### src/rtl/fpu_round_pkg.sv
// Shared rounding-mode codes, stage-1 control payload and exponent helper constant
// for the mul/add result rounders.
package fpu_round_pkg;

    localparam logic [2:0] RM_RNE = 3'b000;
    localparam logic [2:0] RM_RTZ = 3'b001;
    localparam logic [2:0] RM_RUP = 3'b010;
    localparam logic [2:0] RM_RDN = 3'b011;
    localparam logic [2:0] RM_RMM = 3'b100;

    // Wide all-ones source; each rounder slices it down to its own exponent width.
    localparam logic [63:0] EXP_ONES_WIDE = '1;

    typedef struct packed {
        logic sz;
        logic rnd;
        logic gs;
        logic pass;
        logic to_inf;
    } s1_ctl_t;

endpackage

### src/rtl/round_decide.sv
// Combinational round-up decision from mode, sign, LSB, guard and sticky.
// Optional macro ROUND_RMM_EN adds round-to-nearest-ties-away for mode 100.
module round_decide
    import fpu_round_pkg::*;
(
    input  logic [2:0] r_mode_i,
    input  logic       sz_i,
    input  logic       l_i,
    input  logic       g_i,
    input  logic       s_i,
    output logic       rnd_o
);

    always_comb begin
        rnd_o = g_i & (l_i | s_i);
        case (r_mode_i)
            RM_RTZ:  rnd_o = 1'b0;
            RM_RUP:  rnd_o = ~sz_i & (g_i | s_i);
            RM_RDN:  rnd_o = sz_i & (g_i | s_i);
`ifdef ROUND_RMM_EN
            RM_RMM:  rnd_o = g_i;
`else
`endif
            default: rnd_o = g_i & (l_i | s_i);
        endcase
    end

endmodule

### src/rtl/round_unit_pipe.sv
// Two-stage pipelined IEEE rounder with valid/ready on both sides.
// Optional macro ROUND_RMM_EN enables ties-away mode (code 100) in round_decide.
module round_unit_pipe
    import fpu_round_pkg::*;
#(
    parameter int MAN_W   = 23,
    parameter int EXP_W   = 8,
    parameter int W_EXTRA = 3
) (
    input  logic                       CLK,
    input  logic                       RST,
    input  logic                       In_valid,
    output logic                       In_ready,
    input  logic                       Sz,
    input  logic [2:0]                 R_mode,
    input  logic                       T,
    input  logic [EXP_W-1:0]           Exp_in,
    input  logic [MAN_W+W_EXTRA:0]     Man_in,
    output logic                       Out_valid,
    input  logic                       Out_ready,
    output logic                       Sz_out,
    output logic [EXP_W-1:0]           Exp_out,
    output logic [MAN_W:0]             Mz,
    output logic                       Inexact,
    output logic                       Overflow
);

    localparam logic [EXP_W-1:0] EXP_ONES = EXP_ONES_WIDE[EXP_W-1:0];

    logic                 s1_valid_q, s1_valid_d;
    logic [MAN_W:0]       s1_man_q, s1_man_d;
    logic [EXP_W-1:0]     s1_exp_q, s1_exp_d;
    s1_ctl_t              s1_ctl_q, s1_ctl_d;

    logic                 s2_valid_q, s2_valid_d;
    logic                 s2_sz_q, s2_sz_d;
    logic [EXP_W-1:0]     s2_exp_q, s2_exp_d;
    logic [MAN_W:0]       s2_mz_q, s2_mz_d;
    logic                 s2_inexact_q, s2_inexact_d;
    logic                 s2_ovf_q, s2_ovf_d;

    logic                 s1_adv;
    logic                 lsb, guard, sticky, rnd;
    logic [MAN_W+1:0]     sum;
    logic [MAN_W:0]       mz_r;
    logic [EXP_W-1:0]     exp_r;
    logic                 inexact_r, ovf_r;

    assign s1_adv   = ~s2_valid_q | Out_ready;
    assign In_ready = ~s1_valid_q | s1_adv;

    assign lsb    = Man_in[W_EXTRA];
    assign guard  = Man_in[W_EXTRA-1];
    assign sticky = (|Man_in[W_EXTRA-2:0]) | T;

    round_decide u_decide (
        .r_mode_i (R_mode),
        .sz_i     (Sz),
        .l_i      (lsb),
        .g_i      (guard),
        .s_i      (sticky),
        .rnd_o    (rnd)
    );

    // Stage 1 captures the truncated mantissa and the decided increment.
    always_comb begin
        s1_valid_d = s1_valid_q;
        s1_man_d   = s1_man_q;
        s1_exp_d   = s1_exp_q;
        s1_ctl_d   = s1_ctl_q;
        if (In_ready) begin
            s1_valid_d = In_valid;
            if (In_valid) begin
                s1_man_d        = Man_in[MAN_W+W_EXTRA:W_EXTRA];
                s1_exp_d        = Exp_in;
                s1_ctl_d.sz     = Sz;
                s1_ctl_d.rnd    = rnd;
                s1_ctl_d.gs     = guard | sticky;
                s1_ctl_d.pass   = (Exp_in == EXP_ONES);
                s1_ctl_d.to_inf = ~((R_mode == RM_RTZ) |
                                    ((R_mode == RM_RUP) & Sz) |
                                    ((R_mode == RM_RDN) & ~Sz));
            end
        end
    end

    assign sum = {1'b0, s1_man_q} + {{(MAN_W+1){1'b0}}, s1_ctl_q.rnd};

    // Stage 2: apply increment, renormalise, then saturate on exponent overflow.
    always_comb begin
        mz_r      = sum[MAN_W:0];
        exp_r     = s1_exp_q;
        inexact_r = s1_ctl_q.gs;
        ovf_r     = 1'b0;
        if (s1_ctl_q.pass) begin
            mz_r      = s1_man_q;
            inexact_r = 1'b0;
        end else begin
            if (sum[MAN_W+1]) begin
                mz_r  = {1'b1, sum[MAN_W:1]};
                exp_r = s1_exp_q + EXP_W'(1);
            end else if ((s1_exp_q == '0) && !s1_man_q[MAN_W] && sum[MAN_W]) begin
                exp_r = EXP_W'(1);
            end
            if (exp_r == EXP_ONES) begin
                ovf_r     = 1'b1;
                inexact_r = 1'b1;
                if (s1_ctl_q.to_inf) begin
                    mz_r = '0;
                end else begin
                    exp_r = EXP_ONES - EXP_W'(1);
                    mz_r  = '1;
                end
            end
        end
    end

    always_comb begin
        s2_valid_d   = s2_valid_q;
        s2_sz_d      = s2_sz_q;
        s2_exp_d     = s2_exp_q;
        s2_mz_d      = s2_mz_q;
        s2_inexact_d = s2_inexact_q;
        s2_ovf_d     = s2_ovf_q;
        if (s1_adv) begin
            s2_valid_d = s1_valid_q;
            if (s1_valid_q) begin
                s2_sz_d      = s1_ctl_q.sz;
                s2_exp_d     = exp_r;
                s2_mz_d      = mz_r;
                s2_inexact_d = inexact_r;
                s2_ovf_d     = ovf_r;
            end
        end
    end

    always_ff @(posedge CLK or negedge RST) begin
        if (!RST) begin
            s1_valid_q   <= 1'b0;
            s1_man_q     <= '0;
            s1_exp_q     <= '0;
            s1_ctl_q     <= '0;
            s2_valid_q   <= 1'b0;
            s2_sz_q      <= 1'b0;
            s2_exp_q     <= '0;
            s2_mz_q      <= '0;
            s2_inexact_q <= 1'b0;
            s2_ovf_q     <= 1'b0;
        end else begin
            s1_valid_q   <= s1_valid_d;
            s1_man_q     <= s1_man_d;
            s1_exp_q     <= s1_exp_d;
            s1_ctl_q     <= s1_ctl_d;
            s2_valid_q   <= s2_valid_d;
            s2_sz_q      <= s2_sz_d;
            s2_exp_q     <= s2_exp_d;
            s2_mz_q      <= s2_mz_d;
            s2_inexact_q <= s2_inexact_d;
            s2_ovf_q     <= s2_ovf_d;
        end
    end

    assign Out_valid = s2_valid_q;
    assign Sz_out    = s2_sz_q;
    assign Exp_out   = s2_exp_q;
    assign Mz        = s2_mz_q;
    assign Inexact   = s2_inexact_q;
    assign Overflow  = s2_ovf_q;

endmodule

### config.mk
export PLATFORM = sky130hd
export DESIGN_NAME = round_unit_pipe
export DESIGN_NICKNAME = d
export VERILOG_FILES = /design/src/rtl/fpu_round_pkg.sv /design/src/rtl/round_decide.sv /design/src/rtl/round_unit_pipe.sv
export SDC_FILE = /design/constraint.sdc
export NUM_CORES = 1
export LEC_CHECK = 0
export ABC_AREA = 1
export CORE_ASPECT_RATIO = 1.2
export CORE_UTILIZATION = 53
export DETAILED_ROUTE_END_ITERATION = 8
export PLACE_DENSITY = 0.8
export RECOVER_POWER = 25
export SYNTH_ARGS = -nofsm -noshare
export SYNTH_HDL_FRONTEND = slang
export SYNTH_SLANG_ARGS = --single-unit
### constraint.sdc
create_clock -name CLK -period 2.4 [get_ports CLK]
set_clock_uncertainty 0.05 [all_clocks]
set_input_delay 0.48 -clock CLK [delete_from_list [all_inputs] [get_ports CLK]]
set_output_delay 0.48 -clock CLK [all_outputs]
set_load 0.02 [all_outputs]
# ---- Word level (Yosys, flattened, before mapping)
# Index checks and enable logic that the tools add are counted.
dict set report op_classes {
  addsub 2
  n_eq_ne 5
  n_mux 15
  bitwise 16
  reduce_logical 7
}
# op count
set op_table {}
lappend op_table {{$mux W24} 4}
lappend op_table {{$mux W8} 6}
lappend op_table {{$add A24 B1 Y25} 1}
lappend op_table {{$eq A8 B8 Y1 const B} 2}
lappend op_table {{$add A8 B1 Y8 const B} 1}
lappend op_table {{$logic_not A8 Y1} 1}
lappend op_table {{$or A1 B1 Y1} 7}
lappend op_table {{$eq A3 B2 Y1 const B} 2}
lappend op_table {{$and A1 B1 Y1} 5}
lappend op_table {{$mux W1} 4}
lappend op_table {{$not A1 Y1} 4}
lappend op_table {{$reduce_and A2 Y1} 2}
lappend op_table {{$eq A3 B1 Y1 const B} 1}
lappend op_table {{$pmux W1 S3} 1}
lappend op_table {{$logic_and A1 B1 Y1} 2}
lappend op_table {{$reduce_or A2 Y1} 1}
lappend op_table {{$logic_not A1 Y1} 1}
dict set report word_totals {
  register_bits 74
  inputBits 44
  out_inout_bits 37
  wordCells 59
}

# ---- Longest topological paths before layout
# Gate-level depths: netlist (run 1).
dict set report logic_depth {
  word_depth 9
  depth_mapped 17
  ltp_nobuf 16
}

# ---- Hierarchy
# A second synthesis (run 1) with hierarchy kept.
dict set report unflattened {
  cells_unflattened 646
  hier_area_um2 4458.0
}
# module n_inst cells_per_inst area_each_um2 seq_area_each_um2
set modules_own_cells {}
lappend modules_own_cells {round_unit_pipe 1 630 4396.7 1851.8}
lappend modules_own_cells {round_decide 1 16 61.3 0.0}

# ---- Worst setup path before layout (run 1)
# No wires, ideal clock.
dict set report synth_timing {
  kind {register to register}
  startpoint {register s1_man_q[0]}
  endpoint {register s2_mz_q[14], in the netlist Mz[14]}
  setup_ps 116
  arrival_time_ps 2052
  t_required_ps 2234
  setup_slack_ps 181
  path_stages_with_launch 16
  path_buffers 2
  synth_period_minus_slack_ps 2219
  cell_sequence {dfrtp_1 -> ha_1 -> ha_1 -> nand3_4 -> nor3_4 -> nand2_2 -> buf_6 -> o21ai_4 -> nand2_4 -> nor2_8 -> nand3_4 -> buf_6 -> nand2_1 -> nand3_1 -> nand2_1 -> nand2_1}
}
dict set report synth_via {
  elab_chain_cells 8
  elab_cells_between_ends 9
  classes_between {add/sub: 1; eq/ne: 1; mux: 6; reduce/logical: 1}
}
# item line_no
set synth_lines {}
lappend synth_lines {{start: declaration} round_unit_pipe.sv:31} ;# logic [MAN_W:0] s1_man_q, s1_man_d;
lappend synth_lines {{start signal: assignment} round_unit_pipe.sv:151} ;# s1_man_q <= s1_man_d;
lappend synth_lines {{$add A24 B1 Y25 *} round_unit_pipe.sv:87} ;# assign sum = {1'b0, s1_man_q} + {{(MAN_W+1){1'b0}}, s1_ctl_q.rnd};
lappend synth_lines {{$logic_and A1 B1 Y1} round_unit_pipe.sv:102} ;# end else if ((s1_exp_q == '0) && !s1_man_q[MAN_W] && sum[MAN_W]) begin
lappend synth_lines {{$mux W8} round_unit_pipe.sv:102}
lappend synth_lines {{$mux W8} round_unit_pipe.sv:99} ;# if (sum[MAN_W+1]) begin
lappend synth_lines {{$mux W8} round_unit_pipe.sv:95} ;# if (s1_ctl_q.pass) begin
lappend synth_lines {{$eq A8 B8 Y1} round_unit_pipe.sv:105} ;# if (exp_r == EXP_ONES) begin
lappend synth_lines {{$mux W24 *} round_unit_pipe.sv:105}
lappend synth_lines {{$mux W24 *} round_unit_pipe.sv:95}
lappend synth_lines {{end signal: assignment} round_unit_pipe.sv:157} ;# s2_mz_q <= s2_mz_d;
lappend synth_lines {{end: declaration} round_unit_pipe.sv:38} ;# logic [MAN_W:0] s2_mz_q, s2_mz_d;
# Mark *: on every way between the ends. The rest lies on a longest branch, timed or not. The select of a mux whose other input is x is not followed.
# A chain may end at the register's enable or synchronous reset.

# ---- Worst setup path after layout (run 1)
dict set report layout_timing {
  startpoint {register s1_man_q[0]}
  endpoint {register s2_mz_q[4], in the netlist Mz[4]}
}
# The elaborated chain is that of the path after synthesis.

==> summary.txt, run 1 <==
Clock network
  – CTS Buf Count: 9
  – Worst-path clk slew: 0.08 ns
  – CTS Hold Buffers Added: 0
  – Maximum clock insertion buffer count: 2
  – H-Tree Depth: 3
  – Worst-Skew Late Latency: 0.37 ns
  – CTS root buffer: clkbuf_8
  – Sink Count: 74
  – CTS tree: built

Outcome
  – Failing checks: max-capacitance violations, max-slew violations
  – Status: finished, violations left

Final layout
  – # diodes: 0
  – Nets: 773
  – Core Util, Final: 71.0%
  – Share of layout cells above drive strength 1: 12.2%
  – Area Overhead vs Synth: 28.0%
  – Number of cells in the finished layout apart from fillers: 842

Logic synthesis
  – Main area contributors after synthesis: dfrtp_1, nand2_1, nand3_1
  – Async S/R FF share, synth: 100%
  – Commonest cells in the netlist: nand2_1, dfrtp_1, inv_1, nand3_1, o21ai_0
  – Synth Warn #: 0
  – Count leader, synth: nand2_1
  – Post-synthesis cell type count: 43
  – Register area share after synthesis: 40.5%
  – Mapped Avg Cell Area: 7.28 sq um
  – Synth top area share: 40.5%
  – Cell area after synthesis: 4570 sq um
  – Cell taking the most area after synthesis: dfrtp_1
  – Ys flop type: dfrtp_1
  – Syn Nets: 677
  – Mapped Cells: 628
  – Yosys reg bits: 74
  – Number of flops mapped to enable cells by yosys: 0

Setup path
  – CP Launch Point: s1_man_q[0]
  – Crit path cell chain: ha_4, ha_4, nand3_4, nor3_4, nand2_4, clkinv_2, nand2_1, nand2_2, nand2_4, nor2_8, nand3_4, buf_12, nand2_1, nand3_1, nand2_1, nand2_1
  – R2R cell count: 16
  – Reg-to-reg endpoint: Mz[4]
  – Crit-path leading delay family: simple AND/OR/NAND/NOR gates
  – R2R Path Start: s1_man_q[0]
  – Worst path max stage delay: 0.40 ns
  – Crit path capture: Mz[4]
  – Critical path's slowest cell: dfrtp_1
  – CP Launch Type: flip-flop
  – R2R Setup Slk: 0.05 ns
  – Crit Path Max Fanout: 24
  – CP endpoint kind: flip-flop
  – CP Buf/Inv Count: 2
  – Most frequent CP cell: nand2_1
  – Worst Path Arrival: 2.56 ns
  – Cell depth of the worst setup path: 16
  – Crit Path Category: flip-flop to flip-flop
  – Data required time of the worst path: 2.60 ns

Power
  – Total power: 4.21 mW
  – Max IR drop VDD: 0.449 mV
  – Power per Cell Area: 720 nW/um^2
  – Leak: 2.97 nW

Placement
  – Placed cell count: 825
  – Final GP Congestion: 0.911
  – Port buffer count: 80
  – Hpwl dp: 8510 um

Route
  – Initial drt markers: 303
  – WL/cell: 14.5 um
  – Via density: 5.38
  – Post-Route WL: 12,200 um
  – Detail Route Antenna Nets: 0
  – Residual DRC: 0
  – DR vias: 4,530
  – Drt pass-1 iters: 4

Global route
  – First-pass GRT wire length: 20,500 um
  – Initial antenna violation count: 0
  – Pin count of the biggest net entering global routing: 75
  – Global Route Usage Sum: 29.1%
  – Grt met2 use: 49.7%
  – GR Util met3: 6.29%
  – Total grt overflow: 0
  – Routing usage on met1: 34.6%
  – Global route hottest layer: met2
  – Vias in the first global route: 4,556

Die
  – Core Area: 8240 sq um
  – Site Rows: 36
  – Die width: 86.8 um
  – Effective utilization at floorplan: 55.4%
  – DIE AREA: 9000 sq um
  – Die H: 104 um
  – Ports: 81

STA
  – Setup TNS: 0 ns
  – Relative slew margins: -23.5%
  – Fmax: 0.425 GHz
  – Hold slack: 0.429 ns
  – Final setup fails: 0
  – Final period util: 98.0%
  – Hold Violations, Final: 0
  – Min Tclk post-route: 2.35 ns
  – Worst-margin pin slew: 1.85 ns
  – Final Max Slew Viols: 75
  – RSZ-0062 raised after global routing: yes

Worst hold path
  – Worst min-delay path class: flip-flop to flip-flop

Run
  – Max cap viols: 1
==> tightest hold or removal path: cells and delay by family, from the launching register on <==
kind | cells | cell delay (ns)
and+or+nand+nor | 2 | 0.11
DFF | 1 | 0.34
==> repair_timing <==
action | CTS | global route
setup endpoints to repair | 24 | 25
setup buffers | 0 | 1
gates resized for setup | 4 | 6
gates cloned | 0 | 1
==> layer usage <==
metal,wire length [um],part of all wire (%)
met5,0,0
met2,6230,51
met4,425,3.5
met3,533,4.4
met1,5010,41
==> cell type report <==
type,instances,area (sq um)
Clock inverter,2,12.5
Sequential cell,74,1850
Tap cell,114,143
Fill cell,690,2390
Multi-Input combinational cell,467,2320
Clock buffer,13,159
Inverter,58,224
Timing Repair Buffer,114,1140
==> sequential cells by signal (all words and copies together), names as in the netlist <==
| name | count |
|---|---|
| Mz | 24 |
| s1_exp_q | 8 |
| Exp_out | 8 |
| Inexact | 1 |
| s1_ctl_q | 5 |
| Overflow | 1 |
| s1_valid_q | 1 |
| s1_man_q | 24 |
| Sz_out | 1 |
| Out_valid | 1 |
==> placed cells by master, fill, tap and decap left out, types with 7 or more instances in the layout <==
cell type	count
nand2_1	230
clkdlybuf4s50_1	79
dfrtp_1	74
inv_1	56
nand3_1	44
o21ai_0	44
a21oi_1	34
nor2_1	33
buf_4	26
xor2_1	12
clkbuf_8	11
nand4_1	10
nand2_2	10
nor3_1	8
buf_12	7
==> worst min-delay path by stage <==
stage | start | to | slack, ns | depth (start not counted)
6_report | Mz[5] | Mz[5] | 0.43 | 2
5_1_grt | Sz_out | Sz_out | 0.45 | 2
4_1_cts | RST | Mz[11] | 0.11 | 2
3_5_place_dp | Mz[12] | Mz[12] | 0.41 | 2
3_3_place_gp | Mz[10] | Mz[10] | 0.41 | 2
2_1_floorplan | RST | Exp_out[0] | 0.13 | 0
==> metrics by stage <==
stage	worst slack, ns	area [sq um]
detailed placement	-0.0678	5620
floorplan	0.181	4570
finish	0.0472	5850
CTS	0.0109	5800
global placement	0.0240	5620
global route	-0.0857	5850
==> power breakdown <==
group | leakage, nW | switching [mW] | internal, mW
sequential | 0.915 | 0.218 | 1.52
combinational | 1.97 | 0.872 | 0.695
clock | 0.0855 | 0.482 | 0.426
==> kinds of logic (layout without fill, tap and decap cells) <==
family                     count (synthesis)  in the layout  synth area share, %
AOI/OAI and AO/OA                         88             88                 10.4
xor gates and xnor gates                  13             13                 2.49
adders and majority gates                  5              5                 1.37
buffers and inverters                     88            187                 9.86
DFF                                       74             74                 40.5
and+or+nand+nor                          360            361                 35.4
No activity file was read; power rests on OpenSTA's default activity.
==> run 2: changes to the inputs <==
--- a/config.mk
+++ b/config.mk
@@ -11,6 +11,7 @@
 export DETAILED_ROUTE_END_ITERATION = 8
 export PLACE_DENSITY = 0.8
 export RECOVER_POWER = 25
+export REMOVE_ABC_BUFFERS = 1
 export SYNTH_ARGS = -nofsm -noshare
 export SYNTH_HDL_FRONTEND = slang
 export SYNTH_SLANG_ARGS = --single-unit
==> run 2 against run 1 <==
The flow finishes with violations (negative setup slack). Utilization rose by 2.7 points. Routed wire length increased by 8.4%. Worst hold slack gained 0.0047 ns. Critical path depth is the same. Largest cell class unchanged.
==> summary.txt, run 2 (synthesized netlist as in run 1, its figures left out) <==
Outcome
  – Status: finished, violations left
  – Failing checks: negative setup slack

Run
  – Max cap viols: 0

STA
  – Hold Violations, Final: 0
  – Final WS setup: -0.0450 ns
  – Final period util: 102%
  – Min Tclk post-route: 2.45 ns
  – RSZ-0062 raised after global routing: yes
  – Fmax: 0.409 GHz
  – Final Max Slew Viols: 0
  – Worst-margin pin slew: 0.687 ns
  – Relative slew margins: 54.2%
  – Setup TNS: -0.143 ns
  – Final setup fails: 11

Die
  – Die width: 86.8 um
  – Ports: 81
  – Die H: 104 um
  – DIE AREA: 9000 sq um
  – Site Rows: 36
  – Effective utilization at floorplan: 55.4%
  – Core Area: 8240 sq um

Global route
  – Global Route Usage Sum: 29.5%
  – Vias in the first global route: 4,539
  – Total grt overflow: 0
  – Pin count of the biggest net entering global routing: 48
  – First-pass GRT wire length: 20,800 um
  – Initial antenna violation count: 0

Power
  – Comb pwr share: 36.5%
  – Internal power: 2.83 mW
  – Max IR drop VDD: 0.487 mV
  – Sw Pwr: 1.60 mW
  – Power per Cell Area: 729 nW/um^2
  – Flop pwr share: 39.6%
  – Leak: 3.08 nW
  – Total power: 4.43 mW
  – Clk pwr share: 24.0%
  – Sw frac: 36.2%

Clock network
  – Worst-Skew Late Latency: 0.37 ns
  – CTS Buf Count: 9
  – Sink Count: 74
  – Maximum clock insertion buffer count: 2
  – CTS root buffer: clkbuf_8
  – Worst-path clk slew: 0.08 ns
  – CTS tree: built
  – H-Tree Depth: 3

Placement
  – Placed cell count: 820
  – Final GP Congestion: 0.900
  – Port buffer count: 80
  – Hpwl dp: 8370 um
  – Placed Area: 5550 sq um

Setup path
  – Worst Path Arrival: 2.65 ns
  – CP endpoint kind: flip-flop
  – Crit Path Category: flip-flop to flip-flop
  – CP Launch Type: flip-flop
  – Crit Path Max Fanout: 12
  – Data required time of the worst path: 2.60 ns

Final layout
  – Number of cells in the finished layout apart from fillers: 849
  – Fin area: 6080 sq um
  – # diodes: 0
  – Most frequent cells in the layout: nand2_1, clkdlybuf4s50_1, dfrtp_1, inv_1, o21ai_0
  – Commonest non-fill, non-tap cell in the layout: nand2_1
  – Area Overhead vs Synth: 33.0%
  – Share of layout cells above drive strength 1: 15.6%
  – Fillcell total: 631
  – Nets: 779

Route
  – Residual DRC: 0
  – Initial drt markers: 403
  – Detail Route Antenna Nets: 0
  – Via density: 5.64
  – Drt pass-1 iters: 5
  – WL/cell: 15.6 um
  – DR vias: 4,785
  – Post-Route WL: 13,200 um

Worst hold path
  – Worst min-delay path class: flip-flop to flip-flop
==> run 2: cell types whose count changed in the layout (fill, tap and decap cells not counted), moves of 2 or more <==
cell / delta
buf_12: -4
nand2_2: +10
buf_6: +2
clkbuf_8: +2
nand3_2: +4
nand2_1: -14
clkinv_2: -2
nand2_4: +3
buf_4: +4
clkbuf_16: +3
nor2_2: -2
nand3_1: -5
==> run 2: power groups by stage <==
stage	Clock (mW)	Combinational (mW)	Sequential [mW]
floorplan	0	0.640	1.94
CTS	1.07	1.56	1.74
global route	1.12	1.76	1.78
detailed placement	0	1.54	1.75
global placement	0	1.50	1.75
finish	1.06	1.62	1.75
==> run 2: layout make-up <==
cell class              instances  area [sq um]  area share (%)
clock buffers                  15           186            3.07
inverters                      58           225            3.71
repair buffers                121          1220            20.1
well taps                     114           143            2.35
clock inverters                 1          30.0           0.494
flip-flops and latches         74          1850            30.5
multi-input cells             466          2420            39.8
==> run 2: metrics by stage <==
step / hold WS (ns) / util [%] / setup slack, ns
CTS: 0.432 / 71.2 / 0.0206
detailed placement: 0.373 / 67.3 / -0.0958
floorplan: 0.134 / - / -0.0370
finish: 0.433 / 73.7 / -0.0450
global route: 0.453 / 73.7 / -0.132
global placement: 0.369 / 67.3 / 0.0406
==> run 2: repair_timing <==
item	4_1_cts	5_1_grt
buffers inserted	4	4
resized for setup	10	31
cloned	1	3
endpoints found under the hold margin	17	0
hold buffers	1	0
endpoints found under the setup margin	25	25
pin swaps	3	2
==> run 2: per-layer routing <==
layer,GRT usage (%),part of all wire (%),vias up,wire length [um]
li1,-,-,2202,-
met1,35.9,39,2238,5180
met2,49.5,49,294,6450
met3,5.34,8.2,51,1080
met4,15.0,3.7,0,491
met5,0,0,-,0
==> run 2: path summary, 6_finish.rpt <==
| kind | start | slack (ns) | to | depth (start not counted) |
|---|---|---|---|---|
| worst max-delay path | s1_ctl_q[3] | -0.05 | Mz[4] | 16 |
| worst min-delay path | Mz[16] | 0.43 | Mz[16] | 2 |
| worst max register to register | s1_ctl_q[3] | -0.05 | Mz[4] | 16 |
| worst min register to register | Mz[16] | 0.43 | Mz[16] | 2 |
| max in group asynchronous | RST | 0.51 | Mz[4] | 3 |
| min in group asynchronous | RST | 0.64 | Mz[17] | 2 |
==> run 2: critical path, cell delays in order, from the launching register on <==
cell and delay [ns]:
dfrtp_1 0.42, ha_4 0.19, ha_4 0.17, nand3_4 0.11
nor3_4 0.06, nand2_4 0.17, buf_6 0.16, nand2_1 0.07
nand2_2 0.10, nand2_4 0.07, nor2_8 0.15, nand3_4 0.13
clkbuf_16 0.20, nand2_1 0.07, nand3_1 0.07, nand2_1 0.08
nand2_1 0.05
==> run 3: changes to the inputs <==
--- a/config.mk
+++ b/config.mk
@@ -6,6 +6,7 @@
 export NUM_CORES = 1
 export LEC_CHECK = 0
 export ABC_AREA = 1
+export CAP_MARGIN = 20
 export CORE_ASPECT_RATIO = 1.2
 export CORE_UTILIZATION = 53
 export DETAILED_ROUTE_END_ITERATION = 8
==> results of run 3 <==
Same layout as run 2: the final DEF is identical, and so are final timing and power.
